--- config.mk ---
export PLATFORM = sky130hd
export DESIGN_NAME = chrom_batch_sequencer_flat
export DESIGN_NICKNAME = d
export VERILOG_FILES = /design/src/rtl/chrom_batch_sequencer_if.sv /design/src/rtl/chrom_batch_sequencer.sv /design/src/flat_wrapper.sv
export SDC_FILE = /design/constraint.sdc
export NUM_CORES = 2
export LEC_CHECK = 0
export CORE_AREA = 10 10 525 527
export DETAILED_ROUTE_END_ITERATION = 6
export DIE_AREA = 0 0 535 537
export PLACE_DENSITY_LB_ADDON = 0.08
export SKIP_CTS_REPAIR_TIMING = 1
export SYNTH_ARGS = -nofsm -noshare
export SYNTH_HDL_FRONTEND = slang
export SYNTH_SLANG_ARGS = --single-unit
--- constraint.sdc ---
create_clock -name iClock -period 7.5 [get_ports iClock]
set_input_delay 1.875 -clock iClock [delete_from_list [all_inputs] [get_ports iClock]]
set_output_delay 1.875 -clock iClock [all_outputs]
set_load 0.005 [all_outputs]
--- src/rtl/chrom_batch_sequencer_if.sv ---
// Memory port and chromosome-processing handshake bundle for chrom_batch_sequencer.
// Signal names keep the sequencer's point of view (o* driven by the sequencer).
`timescale 1ns/1ps
interface chrom_batch_sequencer_if #(
  parameter int unsigned MEM_ADDR_WIDTH = 16
);
  logic [MEM_ADDR_WIDTH-1:0] oMemAddress;
  logic                      oMemRead;
  logic                      oMemWrite;
  logic [31:0]               oMemWriteData;
  logic [31:0]               iMemReadData;
  logic [991:0]              oConcatedChromDescription;
  logic                      oStartProcessing;
  logic                      iReadyToProcess;
  logic                      iDoneProcessing;
  logic                      oDoneProcessingFeedback;
  logic [255:0]              iErrorSums;

  modport master (
    output oMemAddress, oMemRead, oMemWrite, oMemWriteData,
    output oConcatedChromDescription, oStartProcessing, oDoneProcessingFeedback,
    input  iMemReadData, iReadyToProcess, iDoneProcessing, iErrorSums
  );

  modport slave (
    input  oMemAddress, oMemRead, oMemWrite, oMemWriteData,
    input  oConcatedChromDescription, oStartProcessing, oDoneProcessingFeedback,
    output iMemReadData, iReadyToProcess, iDoneProcessing, iErrorSums
  );
endinterface

--- src/rtl/chrom_batch_sequencer.sv ---
// Batch initiator: loads 31-word chromosome descriptions from RAM, runs the
// start/ready/done/feedback handshake, and writes 8 error sums back per chromosome.
`timescale 1ns/1ps
module chrom_batch_sequencer #(
  parameter int unsigned               MEM_ADDR_WIDTH = 16,
  parameter logic [MEM_ADDR_WIDTH-1:0] CHROM_BASE     = '0,
  parameter logic [MEM_ADDR_WIDTH-1:0] RESULT_BASE    = MEM_ADDR_WIDTH'(16'h8000),
  parameter logic [31:0]               TIMEOUT_CYCLES = 32'd1_000_000
) (
  input  logic                    iClock,
  input  logic                    iReset_n,
  input  logic                    iStart,
  input  logic [7:0]              iNumChroms,
  output logic                    oBusy,
  output logic                    oDone,
  output logic                    oError,
  output logic [7:0]              oChromIndex,
  output logic [2:0]              oDbgState,
  chrom_batch_sequencer_if.master bus
);

  typedef enum logic [2:0] {
    S_IDLE, S_LOAD, S_WAIT_READY, S_WAIT_DONE, S_ACK, S_WRITE, S_FINISH
  } state_e;

  state_e                    state_q, state_d;
  logic                      busy_q, busy_d;
  logic                      done_q, done_d;
  logic                      error_q, error_d;
  logic                      start_q, start_d;
  logic                      fb_q, fb_d;
  logic [7:0]                idx_q, idx_d;
  logic [7:0]                count_q, count_d;
  logic [MEM_ADDR_WIDTH-1:0] rdptr_q, rdptr_d;
  logic [MEM_ADDR_WIDTH-1:0] wrptr_q, wrptr_d;
  logic [4:0]                step_q, step_d;
  logic [31:0]               tmo_q, tmo_d;
  logic [991:0]              desc_q, desc_d;
  logic [255:0]              sums_q, sums_d;

  logic [MEM_ADDR_WIDTH-1:0] mem_addr;
  logic                      mem_read;
  logic                      mem_write;
  logic [31:0]               mem_wdata;
  logic [4:0]                desc_slot;
  logic [9:0]                desc_base;
  logic [7:0]                sum_base;
  logic                      tmo_hit;

  // Read data lags its strobe by one cycle, so step k captures the word for slot k-1.
  assign desc_slot = step_q - 5'd1;
  assign desc_base = {desc_slot, 5'd0};
  assign sum_base  = {step_q[2:0], 5'd0};
  assign tmo_hit   = (tmo_q + 32'd1) == TIMEOUT_CYCLES;

  // Handshake: start is held from ready-seen until done-seen; feedback is held
  // from done-seen until done drops; the two are never high together.
  always_comb begin
    state_d   = state_q;
    busy_d    = busy_q;
    done_d    = 1'b0;
    error_d   = error_q;
    start_d   = start_q;
    fb_d      = fb_q;
    idx_d     = idx_q;
    count_d   = count_q;
    rdptr_d   = rdptr_q;
    wrptr_d   = wrptr_q;
    step_d    = step_q;
    tmo_d     = tmo_q;
    desc_d    = desc_q;
    sums_d    = sums_q;
    mem_addr  = '0;
    mem_read  = 1'b0;
    mem_write = 1'b0;
    mem_wdata = '0;

    case (state_q)
      S_IDLE: begin
        if (iStart && !done_q) begin
          busy_d  = 1'b1;
          error_d = 1'b0;
          idx_d   = '0;
          count_d = iNumChroms;
          rdptr_d = CHROM_BASE;
          wrptr_d = RESULT_BASE;
          step_d  = '0;
          state_d = (iNumChroms == 8'd0) ? S_FINISH : S_LOAD;
        end
      end
      S_LOAD: begin
        if (step_q != 5'd31) begin
          mem_read = 1'b1;
          mem_addr = rdptr_q;
          rdptr_d  = rdptr_q + MEM_ADDR_WIDTH'(1);
        end
        if (step_q != 5'd0) begin
          desc_d[desc_base +: 32] = bus.iMemReadData;
        end
        step_d = step_q + 5'd1;
        if (step_q == 5'd31) begin
          step_d  = '0;
          tmo_d   = '0;
          state_d = S_WAIT_READY;
        end
      end
      S_WAIT_READY: begin
        if (bus.iReadyToProcess) begin
          start_d = 1'b1;
          tmo_d   = '0;
          state_d = S_WAIT_DONE;
        end else if (tmo_hit) begin
          error_d = 1'b1;
          start_d = 1'b0;
          fb_d    = 1'b0;
          state_d = S_FINISH;
        end else begin
          tmo_d = tmo_q + 32'd1;
        end
      end
      S_WAIT_DONE: begin
        if (bus.iDoneProcessing) begin
          sums_d  = bus.iErrorSums;
          start_d = 1'b0;
          fb_d    = 1'b1;
          state_d = S_ACK;
        end else if (tmo_hit) begin
          error_d = 1'b1;
          start_d = 1'b0;
          fb_d    = 1'b0;
          state_d = S_FINISH;
        end else begin
          tmo_d = tmo_q + 32'd1;
        end
      end
      S_ACK: begin
        if (!bus.iDoneProcessing) begin
          fb_d    = 1'b0;
          step_d  = '0;
          state_d = S_WRITE;
        end
      end
      S_WRITE: begin
        mem_write = 1'b1;
        mem_addr  = wrptr_q;
        mem_wdata = sums_q[sum_base +: 32];
        wrptr_d   = wrptr_q + MEM_ADDR_WIDTH'(1);
        step_d    = step_q + 5'd1;
        if (step_q == 5'd7) begin
          step_d  = '0;
          idx_d   = idx_q + 8'd1;
          state_d = ((idx_q + 8'd1) == count_q) ? S_FINISH : S_LOAD;
        end
      end
      S_FINISH: begin
        done_d  = 1'b1;
        busy_d  = 1'b0;
        state_d = S_IDLE;
      end
      default: state_d = S_IDLE;
    endcase
  end

  always_ff @(posedge iClock or negedge iReset_n) begin
    if (!iReset_n) begin
      state_q <= S_IDLE;
      busy_q  <= 1'b0;
      done_q  <= 1'b0;
      error_q <= 1'b0;
      start_q <= 1'b0;
      fb_q    <= 1'b0;
      idx_q   <= '0;
      count_q <= '0;
      rdptr_q <= '0;
      wrptr_q <= '0;
      step_q  <= '0;
      tmo_q   <= '0;
      desc_q  <= '0;
      sums_q  <= '0;
    end else begin
      state_q <= state_d;
      busy_q  <= busy_d;
      done_q  <= done_d;
      error_q <= error_d;
      start_q <= start_d;
      fb_q    <= fb_d;
      idx_q   <= idx_d;
      count_q <= count_d;
      rdptr_q <= rdptr_d;
      wrptr_q <= wrptr_d;
      step_q  <= step_d;
      tmo_q   <= tmo_d;
      desc_q  <= desc_d;
      sums_q  <= sums_d;
    end
  end

  assign oBusy       = busy_q;
  assign oDone       = done_q;
  assign oError      = error_q;
  assign oChromIndex = idx_q;
  assign oDbgState   = state_q;

  assign bus.oMemAddress               = mem_addr;
  assign bus.oMemRead                  = mem_read;
  assign bus.oMemWrite                 = mem_write;
  assign bus.oMemWriteData             = mem_wdata;
  assign bus.oConcatedChromDescription = desc_q;
  assign bus.oStartProcessing          = start_q;
  assign bus.oDoneProcessingFeedback   = fb_q;

endmodule
--- src/flat_wrapper.sv ---
// flat-port wrapper written by rule: the top's interface ports become plain ports
module chrom_batch_sequencer_flat 
#(
  parameter int unsigned               MEM_ADDR_WIDTH = 16,
  parameter logic [MEM_ADDR_WIDTH-1:0] CHROM_BASE     = '0,
  parameter logic [MEM_ADDR_WIDTH-1:0] RESULT_BASE    = MEM_ADDR_WIDTH'(16'h8000),
  parameter logic [31:0]               TIMEOUT_CYCLES = 32'd1_000_000
)
  (iClock, iReset_n, iStart, iNumChroms, oBusy, oDone, oError, oChromIndex, oDbgState, bus_oMemAddress, bus_oMemRead, bus_oMemWrite, bus_oMemWriteData, bus_oConcatedChromDescription, bus_oStartProcessing, bus_oDoneProcessingFeedback, bus_iMemReadData, bus_iReadyToProcess, bus_iDoneProcessing, bus_iErrorSums);
  chrom_batch_sequencer_if #(.MEM_ADDR_WIDTH(MEM_ADDR_WIDTH)) bus_i ();
  input  logic iClock;
  input  logic iReset_n;
  input  logic iStart;
  input  logic [7:0] iNumChroms;
  output logic oBusy;
  output logic oDone;
  output logic oError;
  output logic [7:0] oChromIndex;
  output logic [2:0] oDbgState;
  output wire logic [$bits(bus_i.oMemAddress)-1:0] bus_oMemAddress;
  output wire logic [$bits(bus_i.oMemRead)-1:0] bus_oMemRead;
  output wire logic [$bits(bus_i.oMemWrite)-1:0] bus_oMemWrite;
  output wire logic [$bits(bus_i.oMemWriteData)-1:0] bus_oMemWriteData;
  output wire logic [$bits(bus_i.oConcatedChromDescription)-1:0] bus_oConcatedChromDescription;
  output wire logic [$bits(bus_i.oStartProcessing)-1:0] bus_oStartProcessing;
  output wire logic [$bits(bus_i.oDoneProcessingFeedback)-1:0] bus_oDoneProcessingFeedback;
  input wire logic [$bits(bus_i.iMemReadData)-1:0] bus_iMemReadData;
  input wire logic [$bits(bus_i.iReadyToProcess)-1:0] bus_iReadyToProcess;
  input wire logic [$bits(bus_i.iDoneProcessing)-1:0] bus_iDoneProcessing;
  input wire logic [$bits(bus_i.iErrorSums)-1:0] bus_iErrorSums;
  assign bus_oMemAddress = bus_i.oMemAddress;
  assign bus_oMemRead = bus_i.oMemRead;
  assign bus_oMemWrite = bus_i.oMemWrite;
  assign bus_oMemWriteData = bus_i.oMemWriteData;
  assign bus_oConcatedChromDescription = bus_i.oConcatedChromDescription;
  assign bus_oStartProcessing = bus_i.oStartProcessing;
  assign bus_oDoneProcessingFeedback = bus_i.oDoneProcessingFeedback;
  assign bus_i.iMemReadData = bus_iMemReadData;
  assign bus_i.iReadyToProcess = bus_iReadyToProcess;
  assign bus_i.iDoneProcessing = bus_iDoneProcessing;
  assign bus_i.iErrorSums = bus_iErrorSums;
  chrom_batch_sequencer #(.MEM_ADDR_WIDTH(MEM_ADDR_WIDTH), .CHROM_BASE(CHROM_BASE), .RESULT_BASE(RESULT_BASE), .TIMEOUT_CYCLES(TIMEOUT_CYCLES)) u_core (.iClock(iClock), .iReset_n(iReset_n), .iStart(iStart), .iNumChroms(iNumChroms), .oBusy(oBusy), .oDone(oDone), .oError(oError), .oChromIndex(oChromIndex), .oDbgState(oDbgState), .bus(bus_i));
endmodule
==> results.md <==
- Status: finished clean
- Required time of the critical path: around 5.6 ns
- I/O Buffers: ~1400
- Share of cells above drive strength 1: about 15%
- Fin crit share: approximately four fifths
- Mapped Nets: 5512
- Crit path cell chain: inv_1 -> nor2_1 -> nand2_2 -> buf_4 -> nor2_1 -> clkdlybuf4s50_1
- Global Route Usage Sum: 20.54%
- Highest-delay cell along the critical path: dfrtp_1
- ANT nets after route: 0
- Post-synth top area cell: dfrtp_1
- Final net count: about 6800
- CP peak stage delay: 0.75 ns
- First-pass GRT wire length: a little over 400 mm
- Tmin final: between 5 and 6 ns
- Final instance area: between 70000 and 80000 sq um
- Initial Util: approximately a fifth
- PD cells: 411.6 nW/um^2
- Maximum fanout along the worst path: 40
- Area grow syn2layout: 42.15%
- Antenna violations before repair: between 90 and 100
- Main synth FF type: dfrtp_1
- Synth async-reset ratio: 100.0%
- Post-detail-place hpwl: 226.9 mm
- Seq/Total Area, Yosys: 60.78%
- Max-cap viol count: 0
- Total number of vias: roughly 44000
- Setup tns final: 0 ns
- Core Rows: ~190
- H-Tree Depth: 4
- Yosys warns: 0
- Final hold violation count: 0
- Yosys cell types: 69
- Core footprint: around 260000 sq um
- Max_slew headroom: 26.51%
- RSZ-0062 raised after global routing: false
- Yosys top cell area share: 60.78%
- Clk sinks: roughly 1300
- Final max-slew violation count: 0
- Worst EP arrival: around 4 ns
- HP Class: reg2reg
- Main area contributors after synthesis: dfrtp_1, nand2_1, mux2_2
- Clk_skew: between 0.05 and 0.06 ns
- Largest net degree at the start of global routing: 140
- Clock buffer count from CTS: 175
- Vias in the first global route: roughly 47000
- Critical path class: reg2out
- Via/cell ratio: ~4.4
- Skew-Pair Late Insertion Delay: ~0.86 ns
- Die width: around 540 microns
- Fmax achieved: 0.1702 GHz
- Avg Inst Size Synth: approximately 11 sq um
- Die ar.: ~290000 sq um
- Crit end category: output pin
- Initial DRC count: between 2000 and 3000
- Residual DRC count: 0
- Placed cell areas: around 73000 sq um
- Drt pass-1 iters: 5
- # IOs: around 1400
- Placer congestion estimate: 0.8186
- Grt total ovfl: 0
- CTS root buffer: clkbuf_16
- Total Wirelength: roughly 310 mm
- Clock buffer depth: 4
- Clock slew at reported path FFs: ~0.06 ns
- CTS tree: built
- Pin slew with the least headroom to its limit: approximately 1.1 ns
- Avg WL per Cell: between 30 and 40 microns
- IR drop worst, VDD: around 0.25 mV
- CP most frequent cell: nor2_1
- Final setup fails: 0
- EDFF count, synth: 0
- Register bit total from synthesis: approximately 1300
- Die height: between 500 and 600 microns
- Startpoint Class: flip-flop
- Netlist Area Pre-Place: 55210 sq um
- Leakage: around 35 nW
- Mapped Cells: 5200
-- metrics by stage --
stage	total power [mW]	worst slack, ns	std cells	hold WS [ns]	util (%)
2_1_floorplan	15.91	3.287	5200	0.4403	-
3_3_place_gp	24.36	1.772	9830	0.4518	27.53
3_5_place_dp	24.48	1.767	9830	0.4568	27.53
4_1_cts	33.03	1.484	10129	0.4709	29.64
5_1_grt	34.32	1.426	10134	0.4868	29.64
6_report	32.30	1.625	10152	0.4687	29.66
-- worst max-delay path, delay by kind of cell, from the launching register on --
kind	cells	cell delay (ns)
buf+inv	3	1.27
flops	1	0.75
simple gates	3	1.03
-- worst paths after layout --
path	start	end	slack (ns)	cells after the start
worst max-delay path	u_core.oDbgState[0]$_DFFE_PN0P_	bus_oMemWriteData[24]	1.62	6
worst min-delay path	u_core.sums_q[197]$_DFFE_PN0P_	u_core.sums_q[197]$_DFFE_PN0P_	0.47	2
worst max register to register	u_core.step_q[1]$_DFFE_PN0P_	u_core.bus.oConcatedChromDescription[857]$_DFFE_PN0P_	1.94	10
worst min register to register	u_core.sums_q[197]$_DFFE_PN0P_	u_core.sums_q[197]$_DFFE_PN0P_	0.47	2
max in group asynchronous	iReset_n	u_core.sums_q[171]$_DFFE_PN0P_	4.68	3
min in group asynchronous	iReset_n	u_core.sums_q[166]$_DFFE_PN0P_	0.97	1
-- cell usage after synthesis, types with 4 or more instances --
master,n
and2_1,4
a31oi_1,5
nor2b_1,4
mux2_1,6
a21oi_1,20
dfrtp_1,1341
mux2_2,449
nor2_1,233
o311ai_0,5
xor2_1,25
nand3_1,94
and4_1,4
o21ai_0,465
o21ai_1,83
mux2i_1,38
nor3_1,15
nand2_1,1671
nor4_1,8
buf_2,63
nor3_2,4
mux4_2,64
and3_1,53
o31ai_1,54
nor3b_1,6
nand4_1,20
o211ai_1,8
a22o_1,19
nand2b_1,5
inv_1,19
clkbuf_1,273
or4_1,17
or3_1,12
buf_1,28
xnor2_1,21
ha_1,11
-- area by class of cell --
type                    instances  area (sq um)
fillers                     27595        186100
diodes                         23         57.56
flip-flops and latches       1341         33570
repair buffers               1465         14410
well taps                    3533          4420
inverters                      20         75.07
clock inverters                29         307.8
clock buffers                 270          5270
multi-input cells            3471         20370
-- kinds of logic (layout without fill, tap and decap cells) --
group                      Yosys count  count (layout)  share of synthesized area (%)
muxes                              557             557                          12.58
other                                0              23                              0
xor gates and xnor gates            47              47                         0.7592
DFF                               1341            1341                          60.78
buffers and inverters              388            1784                          2.815
adders and majority gates           11              11                         0.2493
and+or+nand+nor                   2168            2168                          15.94
AOI/OAI and AO/OA                  688             688                          6.878
-- flip-flops by register name (all words and copies together), names as in the netlist --
| register | cells |
|---|---|
| u_core.step_q | 5 |
| u_core.oDbgState | 3 |
| u_core.tmo_q | 32 |
| u_core.oError | 1 |
| u_core.rdptr_q | 16 |
| u_core.oBusy | 1 |
| u_core.bus.oDoneProcessingFeedback | 1 |
| u_core.wrptr_q | 16 |
| u_core.sums_q | 256 |
| u_core.count_q | 8 |
| u_core.bus.oConcatedChromDescription | 992 |
| u_core.oChromIndex | 8 |
| u_core.bus.oStartProcessing | 1 |
| u_core.oDone | 1 |
-- routing by layer --
layer	vias up	routed length (microns)	GRT usage (%)
li1	20065	-	-
met1	22456	120100	24.06
met2	1458	146600	34.55
met3	376	31390	8.831
met4	100	8557	5.146
met5	-	655	0
-- placed cells by master, fill, tap and decap left out, types with 13 or more instances in the layout --
master / Yosys / routed
inv_1: 19 / 19
mux2i_1: 38 / 38
clkbuf_1: 273 / 45
nor2_1: 233 / 224
or4_2: 0 / 13
and3_1: 53 / 53
clkinv_2: 0 / 19
a21oi_1: 20 / 20
a22o_1: 19 / 19
dfrtp_1: 1341 / 1338
buf_4: 3 / 97
mux2_2: 449 / 449
diode_2: 0 / 23
o21ai_0: 465 / 465
o31ai_1: 54 / 54
mux4_2: 64 / 64
nand3_1: 94 / 88
o21ai_1: 83 / 83
clkbuf_8: 0 / 47
xnor2_1: 21 / 19
nand4_1: 20 / 20
xor2_1: 25 / 23
clkdlybuf4s50_1: 0 / 1331
clkbuf_16: 0 / 178
nand2_1: 1671 / 1666
buf_2: 63 / 26
-- where the power goes --
part           switching, mW  internal, mW
clock                   3.40          4.97
combinational           7.08          5.42
sequential              1.70          9.73
total                   12.2          20.1
(Power assumes the default switching activity.)
